**config.mk**
```make
export PLATFORM = sky130hd
export DESIGN_NAME = muldiv_unit_flat
export DESIGN_NICKNAME = d
export VERILOG_FILES = /design/src/rtl/muldiv_if.sv /design/src/rtl/muldiv_unit.sv /design/src/flat_wrapper.sv
export SDC_FILE = /design/constraint.sdc
export NUM_CORES = 1
export LEC_CHECK = 0
export ABC_AREA = 1
export BUFFER_PORTS_ARGS = -buffer_cell sky130_fd_sc_hd__buf_2
export CAP_MARGIN = 10
export CELL_PAD_IN_SITES_DETAIL_PLACEMENT = 0
export CELL_PAD_IN_SITES_GLOBAL_PLACEMENT = 2
export CORE_MARGIN = 4
export CORE_UTILIZATION = 33
export CTS_BUF_LIST = sky130_fd_sc_hd__clkbuf_16
export CTS_CLUSTER_DIAMETER = 50
export DETAILED_ROUTE_END_ITERATION = 8
export PLACE_DENSITY = 0.92
export SLEW_MARGIN = 0
export SYNTH_ARGS = -nofsm -noshare
export SYNTH_HDL_FRONTEND = slang
export SYNTH_SLANG_ARGS = --single-unit
```
**constraint.sdc**
```tcl
create_clock -name clk -period 3.5 [get_ports clk]
set_clock_uncertainty 0.15 [all_clocks]
set_input_delay 1.05 -clock clk [delete_from_list [all_inputs] [get_ports clk]]
set_output_delay 1.05 -clock clk [all_outputs]
set_load 0.05 [all_outputs]
```
**src/rtl/muldiv_if.sv**
```systemverilog
`default_nettype none
// ============================================================================
//  Module   : muldiv_if
//  Brief    : Request/response bundle between execute stage and muldiv_unit.
//  Revision : 1.0
// ============================================================================
interface muldiv_if #(
    parameter int XLEN = 32
);
    logic            start;
    logic [2:0]      funct3;
    logic [XLEN-1:0] A;
    logic [XLEN-1:0] B;
    logic [XLEN-1:0] Result;
    logic            busy;
    logic            done;

    modport master (
        output start, funct3, A, B,
        input  Result, busy, done
    );

    modport slave (
        input  start, funct3, A, B,
        output Result, busy, done
    );
endinterface
`default_nettype wire

```
**src/rtl/muldiv_unit.sv**
```systemverilog
`default_nettype none
// ============================================================================
//  Module   : muldiv_unit
//  Brief    : Iterative RV32M multiply/divide (shift-add / restoring divide).
//  Revision : 1.0
// ============================================================================
module muldiv_unit #(
    parameter int XLEN = 32
) (
    input  wire logic clk,
    input  wire logic rst,
    muldiv_if.slave   bus
);

    localparam logic [1:0] c_IDLE = 2'd0;
    localparam logic [1:0] c_CALC = 2'd1;
    localparam logic [1:0] c_FIX  = 2'd2;
    localparam logic [1:0] c_DONE = 2'd3;

    logic [1:0]      r_state;
    logic [4:0]      r_count;
    logic [2:0]      r_funct3;
    logic            r_neg_a;
    logic            r_neg_b;
    logic [XLEN-1:0] r_opb;
    logic [XLEN-1:0] r_hi;
    logic [XLEN-1:0] r_lo;
    logic [XLEN-1:0] r_result;

    // Operand decode on the incoming request
    logic            w_accept;
    logic            w_a_signed;
    logic            w_b_signed;
    logic            w_neg_a;
    logic            w_neg_b;
    logic [XLEN-1:0] w_abs_a;
    logic [XLEN-1:0] w_abs_b;
    logic            w_div_zero;
    logic            w_div_ovf;
    logic [XLEN-1:0] w_fast_result;

    assign w_accept   = bus.start && (r_state == c_IDLE || r_state == c_DONE);
    assign w_a_signed = !(bus.funct3 == 3'b011 || bus.funct3 == 3'b101 || bus.funct3 == 3'b111);
    assign w_b_signed = w_a_signed && (bus.funct3 != 3'b010);
    assign w_neg_a    = w_a_signed && bus.A[XLEN-1];
    assign w_neg_b    = w_b_signed && bus.B[XLEN-1];
    assign w_abs_a    = w_neg_a ? (~bus.A + 1'b1) : bus.A;
    assign w_abs_b    = w_neg_b ? (~bus.B + 1'b1) : bus.B;
    assign w_div_zero = bus.funct3[2] && (bus.B == '0);
    assign w_div_ovf  = bus.funct3[2] && !bus.funct3[0]
                        && (bus.A == {1'b1, {(XLEN-1){1'b0}}})
                        && (bus.B == {XLEN{1'b1}});

    always_comb begin
        w_fast_result = '0;
        if (w_div_zero) begin
            w_fast_result = bus.funct3[1] ? bus.A : {XLEN{1'b1}};
        end else begin
            w_fast_result = bus.funct3[1] ? '0 : {1'b1, {(XLEN-1){1'b0}}};
        end
    end

    // Multiply step: 33-bit add keeps the carry, which shifts into the top bit
    logic [XLEN:0]   w_add;
    logic [XLEN:0]   w_mul_hi;
    assign w_add    = {1'b0, r_hi} + {1'b0, r_opb};
    assign w_mul_hi = r_lo[0] ? w_add : {1'b0, r_hi};

    // Divide step: shifted remainder can reach 33 bits before the compare
    logic [XLEN:0]   w_rem_sh;
    logic            w_ge;
    logic [XLEN-1:0] w_diff;
    assign w_rem_sh = {r_hi, r_lo[XLEN-1]};
    assign w_ge     = (w_rem_sh >= {1'b0, r_opb});
    assign w_diff   = w_rem_sh[XLEN-1:0] - r_opb;

    // Sign fix-up and result selection
    logic [2*XLEN-1:0] w_prod;
    logic [XLEN-1:0]   w_quot;
    logic [XLEN-1:0]   w_rem;
    logic [XLEN-1:0]   w_fix_result;
    assign w_prod = (r_neg_a ^ r_neg_b) ? (~{r_hi, r_lo} + 1'b1) : {r_hi, r_lo};
    assign w_quot = (r_neg_a ^ r_neg_b) ? (~r_lo + 1'b1) : r_lo;
    assign w_rem  = r_neg_a ? (~r_hi + 1'b1) : r_hi;

    always_comb begin
        w_fix_result = '0;
        case (r_funct3)
            3'b000:                 w_fix_result = w_prod[XLEN-1:0];
            3'b001, 3'b010, 3'b011: w_fix_result = w_prod[2*XLEN-1:XLEN];
            3'b100, 3'b101:         w_fix_result = w_quot;
            default:                w_fix_result = w_rem;
        endcase
    end

    always_ff @(posedge clk) begin
        if (rst) begin
            r_state  <= c_IDLE;
            r_count  <= '0;
            r_funct3 <= '0;
            r_neg_a  <= 1'b0;
            r_neg_b  <= 1'b0;
            r_opb    <= '0;
            r_hi     <= '0;
            r_lo     <= '0;
            r_result <= '0;
        end else begin
            case (r_state)
                c_IDLE, c_DONE: begin
                    if (w_accept) begin
                        r_funct3 <= bus.funct3;
                        r_neg_a  <= w_neg_a;
                        r_neg_b  <= w_neg_b;
                        r_count  <= '0;
                        r_hi     <= '0;
                        if (w_div_zero || w_div_ovf) begin
                            r_result <= w_fast_result;
                            r_state  <= c_DONE;
                        end else begin
                            // Divide keeps dividend in lo; multiply keeps multiplier in lo
                            r_lo    <= bus.funct3[2] ? w_abs_a : w_abs_b;
                            r_opb   <= bus.funct3[2] ? w_abs_b : w_abs_a;
                            r_state <= c_CALC;
                        end
                    end else begin
                        r_state <= c_IDLE;
                    end
                end
                c_CALC: begin
                    if (r_funct3[2]) begin
                        r_hi <= w_ge ? w_diff : w_rem_sh[XLEN-1:0];
                        r_lo <= {r_lo[XLEN-2:0], w_ge};
                    end else begin
                        r_hi <= w_mul_hi[XLEN:1];
                        r_lo <= {w_mul_hi[0], r_lo[XLEN-1:1]};
                    end
                    r_count <= r_count + 5'd1;
                    if (r_count == 5'd31) begin
                        r_state <= c_FIX;
                    end
                end
                c_FIX: begin
                    r_result <= w_fix_result;
                    r_state  <= c_DONE;
                end
                default: r_state <= c_IDLE;
            endcase
        end
    end

    assign bus.Result = r_result;
    assign bus.busy   = (r_state == c_CALC) || (r_state == c_FIX);
    assign bus.done   = (r_state == c_DONE);

endmodule
`default_nettype wire

```
**src/flat_wrapper.sv**
```systemverilog
// flat-port wrapper written by rule: the top's interface ports become plain ports
module muldiv_unit_flat 
#(
    parameter int XLEN = 32
)
  (clk, rst, bus_start, bus_funct3, bus_A, bus_B, bus_Result, bus_busy, bus_done);
  muldiv_if #(.XLEN(XLEN)) bus_i ();
  input  wire logic clk;
  input  wire logic rst;
  input wire logic [$bits(bus_i.start)-1:0] bus_start;
  input wire logic [$bits(bus_i.funct3)-1:0] bus_funct3;
  input wire logic [$bits(bus_i.A)-1:0] bus_A;
  input wire logic [$bits(bus_i.B)-1:0] bus_B;
  output wire logic [$bits(bus_i.Result)-1:0] bus_Result;
  output wire logic [$bits(bus_i.busy)-1:0] bus_busy;
  output wire logic [$bits(bus_i.done)-1:0] bus_done;
  assign bus_i.start = bus_start;
  assign bus_i.funct3 = bus_funct3;
  assign bus_i.A = bus_A;
  assign bus_i.B = bus_B;
  assign bus_Result = bus_i.Result;
  assign bus_busy = bus_i.busy;
  assign bus_done = bus_i.done;
  muldiv_unit #(.XLEN(XLEN)) u_core (.clk(clk), .rst(rst), .bus(bus_i));
endmodule
```
# After elaboration in Yosys (flattened, before gate mapping)
# Index checks and enable logic that the tools add are counted.
# Widths: inputs -> output; s select.
# totals
reg_bits	140
inputBits	70
out_inout_bits	34
wordCells	101
# classes
add_sub_neg	8
order_cmp	1
eq_ne	19
n_mux	29
n_bitwise	7
n_reduce_logical	28
# ops
operator	n
$mux 32	17
$pmux 32 s2	3
$add 32x1->32 const B	4
$not 32->32	4
$pmux 32 s3	1
$add 64x1->64 const B	1
$eq 32x32->1 const B	2
$mux 64	1
$not 64->64	1
$add 32x32->33	1
$ge 33x32->1	1
$mux 33	1
$logic_not 32->1	1
$sub 32x32->32	1
$eq 3x3->1 const B	4
$pmux 5 s2	1
$eq 3x2->1 const B	3
$reduce_and 3->1	3
$logic_and 1x1->1	8
$mux 2	3
$ne 2x1->1 const B	3
$pmux 2 s3	1
$add 5x1->5 const B	1
$eq 5x5->1 const B	1
16 further kinds	25

# Logic depth before layout (Yosys ltp)
# logic_depth
ltp_word	11
mapped_depth	19
ltp_nobuf	17

# Least setup slack after synthesis
# No wires, ideal clock.
# synth_timing
path_type	input -> register
start	in bus_B[1]
end	reg u_core.r_result[21] (netlist: u_core.bus.Result[21])
arrival_time_ps	2445
required_ps	3228
path_slack_ps	783
cell_stages	13
n_path_buf	2
path_cell_list	inv_1 ha_1 nand3_1 nor2_2 nand2_1 nor2_1 nand2_2 nand3_2 nand2_2 buf_6 buf_6 a21oi_2 a21oi_2
# synth_between
elab_chain_cells	6
# synth_rtl
item	line	rtl
from (decl)	flat_wrapper.sv:13	input wire logic [$bits(bus_i.B)-1:0] bus_B;
$logic_not 32->1	muldiv_unit.sv:49	assign w_div_zero = bus.funct3[2] && (bus.B == '0);
$logic_and 1x1->1	muldiv_unit.sv:49	
$mux 32	muldiv_unit.sv:56	if (w_div_zero) begin
$mux 32	muldiv_unit.sv:116	if (w_div_zero || w_div_ovf) begin
$mux 32	muldiv_unit.sv:110	if (w_accept) begin
$pmux 32 s2	muldiv_unit.sv:108	case (r_state)
to (signal assigned)	muldiv_unit.sv:117	r_result <= w_fast_result;
to (signal assigned)	muldiv_unit.sv:143	r_result <= w_fix_result;
to (decl)	muldiv_unit.sv:28	logic [XLEN-1:0] r_result;
# Parallel ways exist; a longest one is shown, timed or not. The select of a mux whose other input is x is not followed.
# A chain may end at the register's enable or synchronous reset.

# Final worst setup path
# layout_timing
start	reg u_core.r_opb[24]
end	reg u_core.r_hi[19]
# layout_between
elab_chain_cells	4
# layout_rtl
item	line	rtl
from (decl)	muldiv_unit.sv:25	logic [XLEN-1:0] r_opb;
from (signal assigned)	muldiv_unit.sv:122	r_opb <= bus.funct3[2] ? w_abs_b : w_abs_a;
$ge 33x32->1	muldiv_unit.sv:74	assign w_ge = (w_rem_sh >= {1'b0, r_opb});
$mux 32	muldiv_unit.sv:131	r_hi <= w_ge ? w_diff : w_rem_sh[XLEN-1:0];
$mux 32	muldiv_unit.sv:130	if (r_funct3[2]) begin
$pmux 32 s2	muldiv_unit.sv:108	
to (signal assigned)	muldiv_unit.sv:131	
to (signal assigned)	muldiv_unit.sv:134	r_hi <= w_mul_hi[XLEN:1];
to (decl)	muldiv_unit.sv:26	logic [XLEN-1:0] r_hi;
# Every way passes these cells.

==> run_results.csv <==
group,metric,value,unit
status,status,"completed",
power,powerDensity,739,nW/µm²
final_layout,area_delta_synth_final,12.0,%
final_layout,fin_util,0.374,
die,std_cell_rows,87,
final_layout,antenna_cells,0,
place,hpwl,75900,µm
timing,tightest_slew,0.996,ns
power,intPower,0.00622,W
final_layout,final_cell_area,21100,µm²
place,place.gp.congestion,1.01,
critical_path,cp.required,3.65,ns
die,die_h,247,µm
die,start_util,0.334,
power,p_seq_frac,0.166,
clock_network,cts_max_level,4,
die,io_pins,104,
timing,rsz0062_at_grt,"false",
timing,period_minus_slack,3.26,ns
clock_network,cts-root-buf,"clkbuf_16",
detailed_routing,ant_nets,0,
power,vdd_drop_max,0.463,mV
run,maxCapViolCount,0,
timing,setup_tns,0,ns
power,p_sw_frac,0.601,
place,place_area,20500,µm²
global_routing,grt_antenna_before_repair,2,
place,io_buffer_count,103,
global_routing,grt_overflow,0,
clock_network,cts_tree,"built",
detailed_routing,dr.pass1.iters,6,
detailed_routing,drcViolationCount,0,
detailed_routing,drtIter0Drc,2772,
timing,holdWs,0.324,ns
synthesis,yosysMostFrequentCell,"nand2_1",
synthesis,syn-mean-instance-area,5.37,µm²
timing,fmax,0.307,GHz
synthesis,synth_area_leaders,"nand2_1 22%, dfxtp_1 15%, inv_1 9.3%",
synthesis,synth_common_cells,"1112 x nand2_1, 466 x inv_1, 366 x nor2_1",
clock_network,cts.sinks,140,
synthesis,synth_area,18900,µm²
die,die_area,61000,µm²
synthesis,synthCells,3512,
global_routing,grt_pass1_vias,21261,
global_routing,grt_max_degree,81,
critical_path,endpoint_kind,"flip-flop",
timing,hold_viol,0,
synthesis,ys_types,53,
critical_path,regToRegSetupSlack,0.24,ns
synthesis,synth.yosys.seq_area_share,0.149,
timing,finalSetupViolCount,0,
critical_path,timing.rr.start,"u_core.r_opb[24]$_SDFFE_PP0P_",
die,core_area,56500,µm²
critical_path,cp_max_fo,12,
timing,setup_ws,0.238,ns
global_routing,grt.total_usage,0.293,
synthesis,synth_fp_nets,3659,
critical_path,criticalPathCategory,"reg -> reg",
clock_network,cts_setup_buffers,0,
global_routing,grt_pass1_wl,135000,µm
synthesis,synth-seq-cells,140,
final_layout,nets,3756,
clock_network,cts_buffer_depth,2,
synthesis,synthArstFlopShare,0,
place,place_ws,0.136,ns
power,switchingPower,0.00937,W
synthesis,synth_edf_count,0,
clock_network,path_clk_slew,0.07,ns
detailed_routing,finalWirelength,91900,µm
power,combPwrFrac,0.709,
clock_network,cts_resized,0,
detailed_routing,wire_per_inst,21.0,µm
power,clockPowerShare,0.124,
timing,fin_crit_sh,0.932,
timing,drv_slew,0,
final_layout,layout-drive-gt1-share,0.113,
synthesis,yosysTopAreaCell,"nand2_1",
timing,slew_headroom,0.336,
power,leakagePower,10.5,nW
die,die_x,247,µm
detailed_routing,viasPerCell,5.31,
clock_network,cts_buffers,17,
min_path,hold_path.startpoint,"u_core.r_count[4]$_SDFFE_PP0P_",
synthesis,synth_ff_type,"dfxtp_1",
detailed_routing,vias,23251,
critical_path,cp-startpoint,"u_core.r_opb[24]$_SDFFE_PP0P_",
synthesis,synth_top_area_frac,0.221,
critical_path,arrival,3.41,ns
synthesis,yosys_warnings,0,
final_layout,n_fill_cell,6596,
clock_network,clk_latency,0.45,ns
min_path,hold_path_class,"reg -> reg",
critical_path,cp-start-kind,"flip-flop",
clock_network,hold_buffers,0,
[critical path: stages (launching register included)]
cell and delay [ns]:
dfxtp_1 0.60, inv_1 0.10, ha_1 0.40, nand2_1 0.12, nor2_1 0.29, nand2_1 0.08, nor2_1 0.18, nand2_2 0.12
nor2_4 0.12, nor2_4 0.09, nand2_8 0.17, buf_4 0.22, nand3_1 0.10, nand2_1 0.18, nor2_1 0.06, nor2_1 0.08
nor2_1 0.04
[power groups by stage]
stage	sequential (W)	combinational (W)	clock (W)
after global placement	0.00261	0.0108	0
after floorplan	0.00276	0.00696	0
after detailed placement	0.00260	0.0107	0
after global routing	0.00262	0.0120	0.00202
after CTS	0.00257	0.0108	0.00194
final	0.00260	0.0111	0.00194
[layout make-up]
type                    instances  area [µm²]  area share
repair buffers                208        1340      0.0635
multi-input cells            2755       13600       0.643
clock inverters                15         178     0.00842
flip-flops and latches        140        2810       0.133
inverters                     487        1840      0.0870
clock buffers                  17         425      0.0202
well taps                     756         946      0.0448
[layout by cell type, fill, tap and decap left out, drive strengths merged, types with 3 or more instances in the layout]
cell,Yosys,final
o21a,3,3
a21oi,318,318
nand3,354,354
ha,75,75
xnor2,15,15
and3,3,3
a31oi,11,11
nor3,34,34
inv,482,491
nand2,1143,1143
o211ai,27,27
nand3b,26,26
clkbuf,73,17
dfxtp,140,140
and2,5,5
clkinv,5,7
xor2,56,56
o21bai,4,4
buf,57,208
o21ai,210,210
or2,14,14
nand4,49,49
nor2,397,397
[flip-flops by register name, summed over array words and instances, names as in the netlist]
register and flops:
u_core.bus.Result 32, u_core.r_hi 32, u_core.r_lo 32, u_core.r_opb 32
u_core.r_count 5, u_core.r_funct3 3, u_core.r_state 2, u_core.r_neg_a 1
u_core.r_neg_b 1
[final timing paths]
| check | depth (start not counted) | end |
|---|---|---|
| setup / recovery | 16 | u_core.r_hi[19]$_SDFFE_PP0P_ |
| hold / removal | 2 | u_core.r_count[4]$_SDFFE_PP0P_ |
| setup reg to reg | 16 | u_core.r_hi[19]$_SDFFE_PP0P_ |
| hold reg to reg | 2 | u_core.r_count[4]$_SDFFE_PP0P_ |
[per-layer routing]
layer	part of all wire	track usage	vias to the layer above
li1	-	-	11455
met1	0.43	0.393	10555
met2	0.44	0.465	1068
met3	0.084	0.0490	169
met4	0.046	0.120	4
met5	0.00027	0	-
[logic make-up after synthesis]
| logic type | count (synthesis) | synth area share |
|---|---|---|
| AO/OA/AOI/OAI | 579 | 0.170 |
| flip-flops | 140 | 0.149 |
| XOR/XNOR | 71 | 0.0330 |
| adder cells (fa/ha/maj) | 77 | 0.0519 |
| AND/OR/NAND/NOR | 2028 | 0.465 |
| buffers and inverters | 617 | 0.131 |
[stage by stage]
| step | total power [W] | std cells |
|---|---|---|
| after global placement | 0.0134 | 4346 |
| after floorplan | 0.00972 | 3512 |
| final | 0.0156 | 4378 |
| after CTS | 0.0153 | 4378 |
| after global routing | 0.0167 | 4378 |
| after detailed placement | 0.0133 | 4346 |
(Power assumes the default switching activity.)
